==> src/rtl/ifetch_pkg.sv <==
// ifetch_pkg: shared types and constants for the instruction fetch stage.
// State encoding, NOP word and instruction field positions.
package ifetch_pkg;

    typedef enum logic [1:0] {
        IDLE  = 2'd0,
        WAIT  = 2'd1,
        FULL  = 2'd2,
        DRAIN = 2'd3
    } state_t;

    localparam logic [31:0] NOP_INSTR = 32'h0000_0000;

    localparam int JUMP_LSB = 0;
    localparam int JUMP_MSB = 25;
    localparam int IMM_LSB  = 0;
    localparam int IMM_MSB  = 15;

    // Branch displacement: sign-extended word offset turned into bytes.
    function automatic logic [31:0] branch_disp(input logic [15:0] imm);
        return {{14{imm[15]}}, imm, 2'b00};
    endfunction

endpackage

==> src/rtl/ifetch_field_decode.sv <==
// ifetch_field_decode: extracts the jump field and byte branch offset
// from an instruction word; purely combinational.
module ifetch_field_decode
    import ifetch_pkg::*;
(
    input  logic [31:0] instr,
    output logic [25:0] jump_addr,
    output logic [31:0] branch_addr
);

    // Opcode bits are not part of either field.
    logic unused_opcode;

    assign unused_opcode = ^instr[31:JUMP_MSB+1];
    assign jump_addr     = instr[JUMP_MSB:JUMP_LSB];
    assign branch_addr   = branch_disp(instr[IMM_MSB:IMM_LSB]);

endmodule

==> src/rtl/instr_fetch_stage.sv <==
// instr_fetch_stage: accepts PC addresses, runs imem req/ack, holds IF/ID.
// Define IFETCH_TIMEOUT_EN to bound the wait for imem_ack.
module instr_fetch_stage
    import ifetch_pkg::*;
#(
    parameter int ADDR_W         = 32,
    parameter int DATA_W         = 32,
    parameter int TIMEOUT_CYCLES = 16
) (
    input  logic              clk,
    input  logic              reset,
    input  logic [ADDR_W-1:0] pc_addr,
    input  logic              pc_valid,
    output logic              pc_ready,
    output logic              imem_req,
    output logic [ADDR_W-1:0] imem_addr,
    input  logic              imem_ack,
    input  logic [DATA_W-1:0] imem_rdata,
    input  logic              stall,
    input  logic              flush,
    output logic [DATA_W-1:0] instr_out,
    output logic [ADDR_W-1:0] instr_pc,
    output logic              instr_valid,
    output logic [25:0]       jump_addr,
    output logic [31:0]       branch_addr,
    output logic              fetch_error
);

    state_t state, state_next;

    logic              busy;
    logic              timeout;
    logic              done;
    logic              ready_raw;
    logic              accept;
    logic [DATA_W-1:0] load_word;
    logic [25:0]       dec_jump;
    logic [31:0]       dec_branch;

    assign busy = (state == WAIT) || (state == DRAIN);

`ifdef IFETCH_TIMEOUT_EN
    localparam int CNT_W = $clog2(TIMEOUT_CYCLES + 1);

    logic [CNT_W-1:0] wait_cnt;

    assign timeout = busy && (wait_cnt == CNT_W'(TIMEOUT_CYCLES));

    // Wait counter: restarts on every state change, counts ackless cycles.
    always_ff @(posedge clk or posedge reset) begin
        if (reset) begin
            wait_cnt <= '0;
        end else if (state_next != state) begin
            wait_cnt <= '0;
        end else if (busy && !imem_ack) begin
            wait_cnt <= wait_cnt + CNT_W'(1);
        end
    end
`else
    logic unused_timeout_cfg;

    assign unused_timeout_cfg = (TIMEOUT_CYCLES == 0);
    assign timeout            = 1'b0;
`endif

    // A timed-out request counts as complete; a late ack is then ignored.
    assign done      = busy && (imem_ack || timeout);
    assign accept    = pc_valid && pc_ready;
    assign load_word = timeout ? DATA_W'(NOP_INSTR) : imem_rdata;

    ifetch_field_decode u_decode (
        .instr       (load_word),
        .jump_addr   (dec_jump),
        .branch_addr (dec_branch)
    );

    // State register.
    always_ff @(posedge clk or posedge reset) begin
        if (reset) begin
            state <= IDLE;
        end else begin
            state <= state_next;
        end
    end

    // Next-state logic; flush overrides everything except an issued request.
    always_comb begin
        state_next = state;
        unique case (state)
            IDLE: begin
                if (accept) state_next = WAIT;
            end
            WAIT: begin
                if (flush) begin
                    state_next = done ? IDLE : DRAIN;
                end else if (done) begin
                    state_next = FULL;
                end
            end
            FULL: begin
                if (flush) begin
                    state_next = IDLE;
                end else if (!stall) begin
                    state_next = accept ? WAIT : IDLE;
                end
            end
            DRAIN: begin
                if (done) state_next = IDLE;
            end
            default: state_next = IDLE;
        endcase
    end

    // Handshake outputs decoded from the current state.
    always_comb begin
        ready_raw = 1'b0;
        imem_req  = 1'b0;
        unique case (state)
            IDLE:        ready_raw = !flush;
            WAIT, DRAIN: imem_req  = !timeout;
            FULL:        ready_raw = !stall && !flush;
            default:     ready_raw = 1'b0;
        endcase
    end

    assign pc_ready    = ready_raw && !reset;
    assign fetch_error = timeout && (state == WAIT);

    // Request address and IF/ID register.
    always_ff @(posedge clk or posedge reset) begin
        if (reset) begin
            imem_addr   <= '0;
            instr_out   <= DATA_W'(NOP_INSTR);
            instr_pc    <= '0;
            instr_valid <= 1'b0;
            jump_addr   <= '0;
            branch_addr <= '0;
        end else begin
            if (accept) begin
                imem_addr <= pc_addr;
            end
            if (flush) begin
                instr_out   <= DATA_W'(NOP_INSTR);
                instr_valid <= 1'b0;
                jump_addr   <= '0;
                branch_addr <= '0;
            end else if (state == WAIT && done) begin
                instr_out   <= load_word;
                instr_pc    <= imem_addr;
                instr_valid <= 1'b1;
                jump_addr   <= dec_jump;
                branch_addr <= dec_branch;
            end else if (state == FULL && !stall) begin
                instr_valid <= 1'b0;
            end
        end
    end

endmodule

==> config.mk <==
export PLATFORM = sky130hd
export DESIGN_NAME = instr_fetch_stage
export DESIGN_NICKNAME = d
export VERILOG_FILES = /design/src/rtl/ifetch_pkg.sv /design/src/rtl/ifetch_field_decode.sv /design/src/rtl/instr_fetch_stage.sv
export SDC_FILE = /design/constraint.sdc
export NUM_CORES = 1
export LEC_CHECK = 0
export BUFFER_PORTS_ARGS = -buffer_cell sky130_fd_sc_hd__buf_2
export CORE_ASPECT_RATIO = 0.75
export CORE_MARGIN = 2
export CORE_UTILIZATION = 30
export DETAILED_ROUTE_END_ITERATION = 12
export GPL_TIMING_DRIVEN = 0
export PLACE_DENSITY_LB_ADDON = 0.08
export SLEW_MARGIN = 20
export SYNTH_ARGS = -nofsm -noshare
export SYNTH_HDL_FRONTEND = slang
export SYNTH_SLANG_ARGS = --single-unit
==> constraint.sdc <==
create_clock -name clk -period 3.4 [get_ports clk]
set_clock_uncertainty 0.05 [all_clocks]
set_input_delay 0.34 -clock clk [delete_from_list [all_inputs] [get_ports clk]]
set_output_delay 0.34 -clock clk [all_outputs]
set_load 0.05 [all_outputs]
==> run_results.csv <==
group,metric,value,unit
critical_path,regToRegSetupSlack,1570,ps
clocking,cts_buffers,9,
power_and_ir_drop,leakagePower,3.41,nW
floorplan,die_height,107,um
timing,worst_slew_pin_slew,505,ps
timing,setup_tns,0,ps
clocking,cts_tree,"built",
timing,rsz0062_at_grt,"no",
timing,setup_violations,0,
critical_path,crit_arrival,1740,ps
final_layout,final_common_cell,"buf_2",
place,finalWeightedCongestion,0.731,
yosys,ys_warn_count,0,
timing,maxSlewViolCount,0,
clocking,clk_latency,340,ps
yosys,synth-seq-cells,99,
critical_path,slowest_delay,540,ps
critical_path,required,3010,ps
yosys,postSynth.asyncResetShare,100,%
critical_path,crit_chain,"dlygate4sd3_1 > buf_2 > a2111oi_4 > buf_2",
flow_run,maxCapViolCount,0,
yosys,synth_area,4250,um2
clocking,clk_pin_slew_worst_paths,60,ps
timing,period_share,62.6,%
yosys,synth-edff-count,0,
drt,drtPass1Iterations,4,
floorplan,coreArea,13800,um2
drt,vias_per_cell,4.31,
timing,finalCriticalPeriod,2130,ps
yosys,synth_area_per_cell,14.9,um2
timing,relSlewSlack,66.3,%
clocking,cts.path.max_buffers,2,
worst_hold_path,hold_class,"in -> reg",
global_route,overflow,0,
critical_path,slowest_stage,"dlygate4sd3_1",
global_route,grt_usage,13.8,%
timing,timing.fmax,470,MHz
final_layout,drive_gt1_share,71.1,%
floorplan,fp.dieArea,15100,um2
clocking,cts.sink_count,99,
critical_path,path_class,"in -> out",
final_layout,stdcell_count,705,
critical_path,start_kind,"input pin",
global_route,grt_max_degree,59,
run_status,status,"complete, no violations",
power_and_ir_drop,powerDensity,794,nW/um2
final_layout,fill_cells,1313,
timing,hold_violations,0,
drt,wire_per_inst,15.0,um
yosys,synth_cell_types,20,
global_route,grt_pass1_vias,2939,
floorplan,start_util,30.8,%
critical_path,endpoint_kind,"output port",
floorplan,io_pins,228,
yosys,synth_cells,285,
floorplan,num_rows,37,
clocking,h-tree-depth,3,
critical_path,cp_max_fo,2,
drt,dr.first_iter.drc_count,118,
final_layout,final_net_count,594,
critical_path,crit_top_cell,"buf_2",
drt,totalWireLength,10600,um
final_layout,layout_common_cells,"buf_2, dfrtp_1, buf_4",
clocking,cts_root_buffer,"clkbuf_16",
yosys,ys.flop_type,"dfrtp_1",
place,port_buffers,224,
global_route,grt_pass1_wl,16200,um
place,dp.cells,687,
power_and_ir_drop,peakVddDrop,0.438,mV
drt,route.detailed.drc,0,
drt,vias,3042,
drt,antenna_left,0,
floorplan,die_x,141,um
place,dp_hpwl,7820,um
global_route,grt_antenna_before_repair,2,
yosys,yosysSeqAreaShare,58.3,%
final_layout,area_growth_syn_to_layout,39.9,%
layout make-up:
| type | instances | area (um2) | area share (%) |
|---|---|---|---|
| Buffer | 73 | 546 | 9.18 |
| Sequential cell | 99 | 2480 | 41.7 |
| Clock inverter | 5 | 60.1 | 1.01 |
| Inverter | 2 | 12.5 | 0.211 |
| Antenna cell | 1 | 2.50 | 0.0421 |
| Clock buffer | 11 | 243 | 4.09 |
| Timing Repair Buffer | 226 | 1160 | 19.5 |
| Multi-Input combinational cell | 113 | 1220 | 20.6 |
| Tap cell | 175 | 219 | 3.68 |
critical path: cells and delay by family:
kind / cells / cell delay (ps)
buf+inv: 3 / 1040
compound gates: 1 / 360
flip-flops by register name, indices dropped and copies added (netlist names):
signal	cells
state	2
instr_out	32
instr_valid	1
imem_addr	32
instr_pc	32
timing repair:
action / 4_1_cts / 5_1_grt
hold buffers: 1 / 0
endpoints found under the hold margin: 41 / 0
gates resized for setup: 0 / 0
setup buffers: 0 / 0
cell families (layout without fill, tap and decap cells):
logic type	Yosys count	in the layout	synth area share [%]
AND/OR/NAND/NOR	7	7	1.03
flip-flops	99	99	58.3
other	1	4	0.0883
multiplexers	64	64	19.5
buffers and inverters	75	317	13.0
AO/OA/AOI/OAI	39	39	7.98
per-stage QoR:
stage	power (W)	setup WS (ps)	utilization (%)	hold slack, ps	area [um2]
global placement	0.00369	-952	40.5	436	5590
detailed placement	0.00372	1540	40.8	359	5630
global route	0.00493	1200	43.1	155	5940
floorplan	0.00322	420	-	353	4250
CTS	0.00479	1240	43.1	153	5940
finish	0.00472	1270	43.1	164	5940
routing by layer:
layer	GRT usage (%)	routed length, um	vias up
met2	21.3	4800	141
li1	-	-	1423
met3	5.14	989	13
met1	18.3	4670	1463
met5	0	13	-
met4	4.29	129	2
synthesized netlist by cell type, types with 2 or more instances:
cell | instances | area (um2)
mux2_4 | 29 | 435
a21oi_1 | 3 | 15.0
dfrtp_1 | 99 | 2480
o21ai_0 | 2 | 10.0
mux2_2 | 35 | 394
buf_2 | 4 | 20.0
and3b_1 | 2 | 17.5
inv_1 | 2 | 7.51
a22o_1 | 32 | 280
buf_6 | 6 | 67.6
clkbuf_1 | 4 | 15.0
buf_4 | 59 | 443
path summary, 6_finish.rpt:
kind,start,end,cells past startpoint
setup / recovery,reset,pc_ready,4
hold / removal,imem_rdata[2],instr_out[2]$_DFFE_PP0P_,2
setup reg to reg,state[1]$_DFFE_PP0P_,instr_pc[18]$_DFFE_PP0P_,5
hold reg to reg,instr_pc[7]$_DFFE_PP0P_,instr_pc[7]$_DFFE_PP0P_,1
max in group asynchronous,reset,imem_addr[1]$_DFFE_PP0P_,4
min in group asynchronous,reset,imem_addr[11]$_DFFE_PP0P_,3
power breakdown:
part	switching (W)	total [W]	leakage [nW]	internal, W
sequential	0.000179	0.00165	1.26	0.00148
clock	0.000449	0.00104	0.147	0.000595
combinational	0.00146	0.00202	2.01	0.000559
total	0.00209	0.00472	3.41	0.00263
No activity file was read; power rests on OpenSTA's default activity.
